File: src/rtl/fetch_pkg.sv
// Shared types and constants for the instruction-fetch stage.
package fetch_pkg;

    typedef enum logic [1:0] {
        PC_SEQ    = 2'b00,
        PC_BRANCH = 2'b01,
        PC_JUMP   = 2'b10
    } pcsrc_t;

    typedef enum logic {
        RUN   = 1'b0,
        REDIR = 1'b1
    } fetch_state_t;

    localparam logic [31:0] NOP_INSTR = 32'h0000_0000;

    typedef struct packed {
        logic [31:0] instr;
        logic [31:0] pcplus4;
        logic        valid;
    } ifid_t;

    // J-type target: upper nibble of the delay-slot PC plus the 26-bit word index.
    function automatic logic [31:0] jump_target(input logic [31:0] pcplus4,
                                                input logic [31:0] instr);
        return {pcplus4[31:28], instr[25:0], 2'b00};
    endfunction

endpackage

File: src/rtl/fetch_stage_if_id_reg.sv
// IF/ID pipeline register: enable-gated, with a synchronous clear that loads a bubble.
import fetch_pkg::*;

module if_id_reg (
    input  logic  clk,
    input  logic  reset_n,
    input  logic  en,
    input  logic  clr,
    input  ifid_t d,
    output ifid_t q
);

    always_ff @(posedge clk) begin
        if (!reset_n) begin
            q <= '{instr: NOP_INSTR, pcplus4: '0, valid: 1'b0};
        end else if (en) begin
            if (clr) q <= '{instr: NOP_INSTR, pcplus4: '0, valid: 1'b0};
            else     q <= d;
        end
    end

endmodule

File: src/rtl/fetch_stage.sv
// Instruction-fetch stage: PC register, redirect handling against a wait-state
// instruction memory, and the IF/ID pipeline register.
import fetch_pkg::*;

module fetch_stage #(
    parameter logic [31:0] RESET_PC = 32'h0000_0000
) (
    input  logic        clk,
    input  logic        reset_n,
    input  logic [1:0]  PCSrcD,
    input  logic [31:0] PCBranchD,
    input  logic        FlushD,
    input  logic        StallF,
    input  logic        StallD,
    output logic        imem_req,
    output logic [31:0] imem_addr,
    input  logic [31:0] imem_rdata,
    input  logic        imem_ready,
    output logic [31:0] InstrD,
    output logic [31:0] PCPlus4D,
    output logic        ValidD
);

    fetch_state_t state, state_n;
    logic [31:0]  pcf, pcf_n;
    logic [31:0]  redir_pc, redir_pc_n;
    logic [31:0]  pcplus4f;
    logic [31:0]  target;
    logic         req_q;
    logic         rdy;
    logic         fetch_valid;
    ifid_t        ifid_d, ifid_q;

    assign pcplus4f  = pcf + 32'd4;
    // A ready seen while no request is outstanding (first cycle out of reset) is not a completion.
    assign rdy       = imem_ready & req_q;
    assign target    = (PCSrcD == PC_BRANCH) ? PCBranchD : jump_target(ifid_q.pcplus4, ifid_q.instr);
    assign imem_req  = req_q;
    assign imem_addr = pcf;

    always_ff @(posedge clk) begin
        if (!reset_n) begin
            state    <= RUN;
            pcf      <= RESET_PC;
            redir_pc <= '0;
            req_q    <= 1'b0;
        end else begin
            state    <= state_n;
            pcf      <= pcf_n;
            redir_pc <= redir_pc_n;
            req_q    <= 1'b1;
        end
    end

    always_comb begin
        state_n     = state;
        pcf_n       = pcf;
        redir_pc_n  = redir_pc;
        fetch_valid = 1'b0;
        if (!StallF) begin
            unique case (state)
                RUN: begin
                    if (PCSrcD == PC_SEQ) begin
                        if (rdy) begin
                            pcf_n       = pcplus4f;
                            fetch_valid = 1'b1;
                        end
                    end else if (rdy) begin
                        pcf_n = target;
                    end else begin
                        // Address must not move mid-access; apply the redirect once it completes.
                        redir_pc_n = target;
                        state_n    = REDIR;
                    end
                end
                REDIR: begin
                    if (rdy) begin
                        pcf_n   = redir_pc;
                        state_n = RUN;
                    end
                end
                default: state_n = RUN;
            endcase
        end
    end

    assign ifid_d = '{instr: imem_rdata, pcplus4: pcplus4f, valid: 1'b1};

    if_id_reg u_if_id_reg (
        .clk     (clk),
        .reset_n (reset_n),
        .en      (~StallD),
        .clr     (FlushD | ~fetch_valid),
        .d       (ifid_d),
        .q       (ifid_q)
    );

    assign InstrD   = ifid_q.instr;
    assign PCPlus4D = ifid_q.pcplus4;
    assign ValidD   = ifid_q.valid;

endmodule

File: config.mk
export PLATFORM = sky130hd
export DESIGN_NAME = fetch_stage
export DESIGN_NICKNAME = d
export VERILOG_FILES = /design/src/rtl/fetch_pkg.sv /design/src/rtl/fetch_stage_if_id_reg.sv /design/src/rtl/fetch_stage.sv
export SDC_FILE = /design/constraint.sdc
export NUM_CORES = 1
export LEC_CHECK = 0
export ABC_AREA = 1
export CELL_PAD_IN_SITES_DETAIL_PLACEMENT = 1
export CELL_PAD_IN_SITES_GLOBAL_PLACEMENT = 2
export CORE_MARGIN = 10
export CORE_UTILIZATION = 26
export DETAILED_ROUTE_END_ITERATION = 12
export HOLD_SLACK_MARGIN = 0.02
export PLACE_DENSITY = 0.83
export SYNTH_ARGS = -nofsm -noshare
export SYNTH_HDL_FRONTEND = slang
export SYNTH_SLANG_ARGS = --single-unit
File: constraint.sdc
create_clock -name clk -period 1.68 [get_ports clk]
set_input_delay 0.336 -clock clk [delete_from_list [all_inputs] [get_ports clk]]
set_output_delay 0.336 -clock clk [all_outputs]
set_load 0.005 [all_outputs]
==> implementation parameters, run 1 <==
Parameter                              Value

Synth
  Adder-cell share of the synthesized area    0.00200
  Synthesized-area fraction occupied by xor and xnor cells    0.0182
  Post-Syn Instances    937
  Ranking of synthesized cells by instance count    nand2_1 (280), a21oi_1 (147), dfxtp_1 (131)
  Mux cell area share after synthesis    0.00359
  Number of synthesized register bits    131
  Largest area contributor in the synthesized netlist    dfxtp_1
  Post-synth top area share    0.418
  Leading cell types by total area after synthesis    dfxtp_1 (42%), nand2_1 (17%), a21oi_1 (12%), o21ai_0 (7.6%), inv_1 (4.7%)
  Share of synthesized area occupied by flip-flops and latches    0.418
  Post-synthesis instance area    6270 µm²
  Most frequent cell after synthesis    nand2_1
  Top flip-flop cell by instance count after synthesis    dfxtp_1
  Async set-or-reset flop fraction in the synthesized netlist    0
  Simple-gate area share of the yosys netlist    0.262
  Net Count, Synth    1010
  Number of distinct library cell variants in the gate-level netlist after synthesis    33
  Compound-cell area share of the yosys netlist    0.207
  Largest family of logic cells by synthesized area    simple AND/OR/NAND/NOR gates
  Average instance area after synthesis    6.69 µm²
  Number of synthesis warnings    0
  EDFF count, synth    0

GRT
  Final global-route overflow total    0
  GRT Resource Usage Total    0.161
  Number of antenna violations at the first check in global routing    2
  Wire length of the first global-routing pass    39.6 mm
  Number of global-route vias before repair    6928
  Maximum number of pins on one net before global-route repair    62

Timing
  Post-layout worst setup margin    0.0436 ns
  Worst Clk Skew    0.00926 ns
  Part of the cycle the worst path needs    0.974
  Setup repair after global routing missed its margin    true
  Final setup violation count    0
  Headroom to the max-slew limit    0.783
  Tmin final    1.64 ns
  Hold Violations, Final    0
  Timing-limited maximum frequency    611 MHz
  Final count of pins violating max slew    0
  Slew at the pin closest to its max-slew limit    0.324 ns

CTS
  Clock tree from TritonCTS    yes
  Cell chosen for the clock root    clkbuf_16
  Max H-tree Level    4
  Clock sink total    131
  Number of CTS-inserted buffers    17
  Clock latency at the later pin of the worst-skew pair    0.42 ns
  Number of buffers on the longest clock path    2
  Clock-pin slew on the worst setup and hold paths    0.06 ns

Detailed routing
  Total vias in the final route    6686
  Via-per-instance ratio    4.55
  Average wire length per cell after detail routing    17.0 µm
  ANT nets after route    0
  Detailed-routing iteration count for the pre-antenna-repair pass    4
  Starting DRC count in detailed routing    183
  Post-route DRC violation count    0
  Wire length after detailed routing    25.0 mm

Critical path
  CP peak stage delay    0.53 ns
  Nature of the critical path endpoint    output port
  Cell with the biggest individual delay on the critical path    clkdlybuf4s50_1
  Largest fanout on the critical path    3
  CP Data Required Time    1.34 ns
  Launching element type of the critical path    register
  Cell family with the largest share of critical-path delay    buffers and inverters
  Critical-path cell list    clkdlybuf4s50_1
  Critical setup path kind    register to output port
  Arrival time at the worst endpoint    1.30 ns
  Worst path buffer plus inverter count    1

Placed design
  Placed Area    8730 µm²
  Placed wire-length estimate after detailed placement    19.0 mm
  Worst-case setup slack after placement    -0.393 ns
  Routability cong.    0.817
  IO Port Bufs    169

Job
  Max-cap violation count    0

Die
  Total Die Area    30700 µm²
  Core Region    23600 µm²
  Die H    175 µm
  Number of rows created at floorplan    56
  Horizontal die dimension    175 µm
  I/O pin count    170
  Starting utilization of the core area    0.265

Layout
  Post-layout util    0.403
  Final net count    1210
  Finished layout cell area    9510 µm²
  Area delta synth->final    51.7%
  Share of layout cells above drive strength 1    0.146

Min path
  Worst min-delay path class    input port to register

Power and ir drop
  Power density over the cells    824 nW/µm²
  Static Leakage    4.08 nW
  Total power consumption of the routed design    7.84 mW
  Peak supply drop    636 µV

Outcome
  Result of the run    finished, final reports clean
[per-layer routing]
metal  part of all wire  routed length [µm]  vias to the layer above  global-route usage
li1                   -                   -                     3403                   -
met1               0.48               12000                     3148               0.209
met2               0.45               11300                      120               0.250
met3              0.062                1560                       13              0.0575
met4             0.0064                 161                        2              0.0360
met5            0.00052                  13                        -                   0
[report_power, final]
part / internal [mW] / total [mW] / leakage (nW) / switching (mW)
Clock: 2.29 / 3.65 / 0.278 / 1.36
Combinational: 0.434 / 0.918 / 2.72 / 0.484
Sequential: 3.19 / 3.27 / 1.08 / 0.0734
Total: 5.92 / 7.84 / 4.08 / 1.92
[repair_timing]
| item | in CTS | in global routing |
|---|---|---|
| setup endpoints to repair | 54 | 57 |
| pin swaps | 1 | 14 |
| hold buffers | 0 | 0 |
| cloned | 0 | 1 |
| buffers inserted | 0 | 5 |
| resized for setup | 67 | 50 |
[metrics by stage]
stage / setup TNS, ns / hold slack [ns] / instances
detailed placement: -30.57 / 0.440 / 1431
global placement: -24.87 / 0.431 / 1431
CTS: 0 / 0.325 / 1462
floorplan: 0 / 0.364 / 937
global route: -0.133 / 0.347 / 1468
finish: 0 / 0.340 / 1469
[cell usage in the layout, fill, tap and decap left out, types with 24 or more instances in the layout]
master and instances:
dlygate4sd2_1 30, o21ai_0 93, dfxtp_2 24, nor2_1 66, clkdlybuf4s50_1 115, buf_4 53, inv_1 78, nand2_1 273
a21oi_1 145, dfxtp_1 98
[flip-flops by register name, summed over array words and instances, names as in the netlist]
register and flops:
state 1, imem_addr 32, u_if_id_reg.q 65, redir_pc 32
imem_req 1
[path summary, 6_finish.rpt]
path / startpoint / depth (start not counted) / end / slack [ns]
setup / recovery: u_if_id_reg.q[45] / 1 / InstrD[12] / 0.04
hold / removal: StallD / 4 / u_if_id_reg.q[5] / 0.34
setup reg to reg: imem_addr[2] / 8 / imem_addr[18] / 0.09
hold reg to reg: redir_pc[13] / 2 / redir_pc[13] / 0.45
[kinds of logic (layout without fill, tap and decap cells)]
logic type,count (synthesis),after routing
AND/OR/NAND/NOR,396,396
buffers and inverters,138,350
adder cells (fa/ha/maj),1,1
multiplexers,2,2
XOR/XNOR,13,13
other,0,1
flip-flops,131,131
AO/OA/AOI/OAI,256,256
[final cells by class]
class | count | area (µm²)
Fill cell | 2946 | 14100
Multi-Input combinational cell | 668 | 3180
Sequential cell | 131 | 2690
Timing Repair Buffer | 234 | 2350
Clock buffer | 26 | 489
Tap cell | 319 | 399
Inverter | 84 | 319
Clock inverter | 5 | 75.1
Timing Repair inverter | 1 | 5.00
Antenna cell | 1 | 2.50
No activity file was read; power rests on OpenSTA's default activity.
==> run 2: changes to the inputs <==
- clock period: 1.68 -> 1.7 ns (I/O delays scaled with it)
==> implementation parameters, run 2 (same netlist as run 1, synthesis figures left out) <==
Parameter                              Value

Outcome
  Result of the run    finished, final reports clean

Critical path
  Cell with the biggest individual delay on the critical path    clkdlybuf4s50_1
  CP peak stage delay    0.54 ns
  Arrival time at the worst endpoint    1.33 ns
  Cell family with the largest share of critical-path delay    buffers and inverters
  CP Data Required Time    1.36 ns
  Nature of the critical path endpoint    output port
  Largest fanout on the critical path    6
  Critical-path cell list    clkdlybuf4s50_1
  Launching element type of the critical path    register
  Worst path buffer plus inverter count    1
  Critical setup path kind    register to output port

Placed design
  Placed wire-length estimate after detailed placement    18.8 mm
  Routability cong.    0.820
  IO Port Bufs    169

Power and ir drop
  Static Leakage    3.94 nW
  Peak supply drop    684 µV
  Power density over the cells    890 nW/µm²

CTS
  Number of CTS-inserted buffers    17
  Clock tree from TritonCTS    yes
  Clock latency at the later pin of the worst-skew pair    0.43 ns
  Cell chosen for the clock root    clkbuf_16
  Max H-tree Level    4
  Clock-pin slew on the worst setup and hold paths    0.06 ns
  Hold-fix buffer count after cts    0
  Number of buffers on the longest clock path    2
  Clock sink total    131

Timing
  Part of the cycle the worst path needs    0.984
  Headroom to the max-slew limit    0.755
  Post-route worst hold slack    0.344 ns
  Final setup violation count    0
  Total negative setup slack    0 ns
  Slew at the pin closest to its max-slew limit    0.367 ns
  Hold Violations, Final    0
  Tmin final    1.67 ns
  Worst Clk Skew    0.0118 ns
  Final count of pins violating max slew    0
  Timing-limited maximum frequency    598 MHz

Die
  Total Die Area    30700 µm²
  Core Region    23600 µm²
  Starting utilization of the core area    0.265
  Number of rows created at floorplan    56
  Horizontal die dimension    175 µm
  Die H    175 µm
  I/O pin count    170

Layout
  Area delta synth->final    53.3%
  Final net count    1206
  Top library cells by usage in the layout, fill and taps aside    nand2_1 (277), a21oi_1 (145), clkdlybuf4s50_1 (133), dfxtp_1 (100), o21ai_0 (91)
  Top register by number of flip-flops    u_if_id_reg.q
  Flip-flop count of the largest register, all copies and words added    65
  Number of filler cells placed in the layout    2954
  Share of layout cells above drive strength 1    0.145
  Most common library cell in the layout ignoring fill and taps    nand2_1

Detailed routing
  Average wire length per cell after detail routing    17.1 µm
  Via-per-instance ratio    4.61
  Wire length after detailed routing    25.1 mm
  ANT nets after route    0
  Total vias in the final route    6761
  Starting DRC count in detailed routing    251
  Detailed-routing iteration count for the pre-antenna-repair pass    4
  Post-route DRC violation count    0

GRT
  Number of global-route vias before repair    7111
  GRT Resource Usage Total    0.163
  Wire length of the first global-routing pass    40.1 mm
  Maximum number of pins on one net before global-route repair    62
  Final global-route overflow total    0
  Number of antenna violations at the first check in global routing    1

Min path
  Worst min-delay path class    input port to register

Job
  Max-cap violation count    0
==> run 2: cell count changes in the layout (fill, tap and decap cells not counted), moves of 5 or more <==
cell | previous run | this run
dlymetal6s2s_1 | 22 | 14
dlygate4sd2_1 | 30 | 20
bufinv_16 | 2 | 7
clkbuf_1 | 6 | 1
clkdlybuf4s50_1 | 115 | 133
==> run 2: report_power, final <==
part / total (mW) / internal, mW / switching (mW)
logic: 0.904 / 0.431 / 0.473
registers: 3.23 / 3.15 / 0.0746
clock network: 4.42 / 2.94 / 1.48
==> run 2: timing repair <==
action | in CTS | in global routing
buffers inserted | 1 | 2
gates cloned | 0 | 0
endpoints found under the setup margin | 35 | 50
pin swaps | 0 | 6
resized for setup | 57 | 40
==> run 2: final timing paths <==
kind	from	endpoint	slack, ns	depth (start not counted)
setup / recovery	imem_addr[19]	imem_addr[19]	0.03	1
hold / removal	StallD	u_if_id_reg.q[5]	0.34	4
setup reg to reg	imem_addr[2]	imem_addr[24]	0.08	9
hold reg to reg	redir_pc[17]	redir_pc[17]	0.45	2
==> run 2: stage by stage <==
step                area (µm²)  total power, mW  instances  worst slack [ns]  utilization
floorplan                 6270             3.66        937             0.274            -
global placement          8740             4.20       1430            -0.355        0.370
detailed placement        8740             4.21       1430            -0.381        0.370
CTS                       9470             8.66       1463           0.00112        0.401
global route              9600             8.89       1465           -0.0126        0.407
finish                    9610             8.55       1466            0.0266        0.407
==> run 2: area by class of cell <==
class / count / area [µm²] / share of cell area
Multi-Input combinational cell: 668 / 3170 / 0.330
Sequential cell: 131 / 2690 / 0.280
Timing Repair Buffer: 231 / 2330 / 0.243
Clock buffer: 19 / 443 / 0.0461
Tap cell: 319 / 399 / 0.0415
Inverter: 84 / 315 / 0.0328
Clock inverter: 13 / 255 / 0.0266
Antenna cell: 1 / 2.50 / 0.000260
==> run 2: per-layer routing <==
| metal | up-vias | part of all wire | global-route usage |
|---|---|---|---|
| met5 | - | 0 | 0 |
| met4 | 0 | 0.022 | 0.0530 |
| met3 | 31 | 0.081 | 0.0564 |
| met2 | 178 | 0.44 | 0.249 |
| met1 | 3154 | 0.46 | 0.209 |
| li1 | 3398 | - | - |
==> run 3: changes to the inputs <==
- SKIP_CTS_REPAIR_TIMING: default -> 1
==> implementation parameters, run 3 (same netlist as run 1, synthesis figures left out) <==
Parameter                              Value

Critical path
  Nature of the critical path endpoint    output port
  Cell with the biggest individual delay on the critical path    clkdlybuf4s50_1
  Worst path buffer plus inverter count    1
  Critical-path cell list    clkdlybuf4s50_1
  Instance count on the critical path    1
  R2R Path End    imem_addr[24]
  Critical setup path kind    register to output port
  Slack of the worst reg-to-reg path    0.09 ns
  Cell family with the largest share of critical-path delay    buffers and inverters
  Beginning of the critical path    imem_addr[19]
  Reg2reg path depth    9
  Launching element type of the critical path    register
  Largest fanout on the critical path    6
  CP peak stage delay    0.54 ns
  Critical Path End    imem_addr[19]
  Startpoint of the worst register-to-register path    imem_addr[2]
  CP Data Required Time    1.36 ns
  Arrival time at the worst endpoint    1.33 ns

Layout
  Most common library cell in the layout ignoring fill and taps    nand2_1
  Finished layout cell area    9680 µm²
  Share of layout cells above drive strength 1    0.148
  Final net count    1205
  Number of filler cells placed in the layout    2953
  Flip-flop count of the largest register, all copies and words added    65
  Top register by number of flip-flops    u_if_id_reg.q
  Top library cells by usage in the layout, fill and taps aside    nand2_1 (276), a21oi_1 (145), clkdlybuf4s50_1 (135), dfxtp_1 (98), o21ai_0 (91)
  Area delta synth->final    54.4%

CTS
  Number of CTS-inserted buffers    17
  Clock tree from TritonCTS    yes
  Cell chosen for the clock root    clkbuf_16
  Clock sink total    131
  Clock latency at the later pin of the worst-skew pair    0.43 ns
  Max H-tree Level    4
  Number of buffers on the longest clock path    2
  Clock-pin slew on the worst setup and hold paths    0.06 ns

Placed design
  Routability cong.    0.820
  Placed wire-length estimate after detailed placement    18.8 mm
  Placed Area    8740 µm²
  Worst-case setup slack after placement    -0.381 ns
  IO Port Bufs    169

Die
  I/O pin count    170
  Starting utilization of the core area    0.265
  Die H    175 µm
  Total Die Area    30700 µm²
  Core Region    23600 µm²
  Horizontal die dimension    175 µm
  Number of rows created at floorplan    56

Timing
  Headroom to the max-slew limit    0.748
  Slew at the pin closest to its max-slew limit    0.378 ns
  Tmin final    1.67 ns
  Hold Violations, Final    0
  Post-layout worst setup margin    0.0304 ns
  Timing-limited maximum frequency    599 MHz
  Part of the cycle the worst path needs    0.982
  Final count of pins violating max slew    0
  Worst Clk Skew    0.0101 ns
  Final setup violation count    0
  Post-route worst hold slack    0.345 ns
  Total negative setup slack    0 ns

Power and ir drop
  Flop pwr share    0.378
  Reported net switching power    2.02 mW
  Combinational Power Share    0.106
  Peak supply drop    687 µV
  Clk pwr share    0.516
  Sw Share    0.236
  Static Leakage    4.15 nW
  Power density over the cells    884 nW/µm²
  Total power consumption of the routed design    8.56 mW
  Int Power    6.54 mW

Detailed routing
  Total vias in the final route    6746
  Detailed-routing iteration count for the pre-antenna-repair pass    5
  Via-per-instance ratio    4.60
  Starting DRC count in detailed routing    259
  Post-route DRC violation count    0
  Average wire length per cell after detail routing    17.1 µm
  ANT nets after route    0
  Wire length after detailed routing    25.1 mm

Min path
  Number of cells on the worst hold path    4
  Worst min-delay path class    input port to register

GRT
  Wire length of the first global-routing pass    40.0 mm
  Final global-route overflow total    0
  Number of global-route vias before repair    7083
  Number of antenna violations at the first check in global routing    1
  Maximum number of pins on one net before global-route repair    62
  GRT Resource Usage Total    0.162

Job
  Max-cap violation count    0

Outcome
  Result of the run    finished, final reports clean
## run 3: cell count changes in the layout (fill, tap and decap cells not counted), sizes merged
| cell | delta |
|---|---|
| dlygate4sd2 | -20 |
| buf | -1 |
| clkdlybuf4s50 | +2 |
| dlymetal6s2s | +18 |
## run 3: worst reg2reg max path: cells and delay by family (launching register included)
| kind | cells | cell delay (ns) |
|---|---|---|
| compound gates | 1 | 0.12 |
| simple gates | 7 | 0.91 |
| flops | 1 | 0.37 |
| fa+ha+maj | 1 | 0.14 |
## run 3: worst min-delay path by stage
stage | from | end | slack [ns]
floorplan | reset_n | imem_req | 0.37
detailed placement | redir_pc[29] | redir_pc[29] | 0.44
CTS | StallD | u_if_id_reg.q[5] | 0.33
global placement | redir_pc[9] | redir_pc[9] | 0.43
finish | StallD | u_if_id_reg.q[5] | 0.35
global route | StallD | u_if_id_reg.q[5] | 0.36
## run 3: layout make-up
cell class                      count  area, µm²  area share
Multi-Input combinational cell    668       3170       0.328
Sequential cell                   131       2690       0.278
Timing Repair Buffer              230       2400       0.248
Clock buffer                       19        443      0.0458
Tap cell                          319        399      0.0412
Inverter                           84        315      0.0326
Clock inverter                     13        255      0.0264
Antenna cell                        1       2.50    0.000259
## run 3: through the flow
stage,util,instances
finish,0.410,1465
global route,0.410,1464
CTS,0.400,1462
detailed placement,0.370,1430
global placement,0.370,1430
floorplan,-,937
## run 3: power by group through the flow
stage               Sequential (mW)  Combinational, mW  Clock [mW]
CTS                            3.23              0.924        4.52
global placement               3.29              0.908           0
global route                   3.24               1.01        4.64
floorplan                      3.28              0.385           0
detailed placement             3.30              0.918           0
finish                         3.23              0.911        4.41
## run 3: layer usage
layer | vias up | part of all wire | GRT usage | wire length, µm
li1 | 3397 | - | - | -
met1 | 3161 | 0.46 | 0.209 | 11600
met2 | 166 | 0.45 | 0.247 | 11200
met3 | 22 | 0.077 | 0.0566 | 1940
met4 | 0 | 0.014 | 0.0530 | 351
met5 | - | 0 | 0 | 0
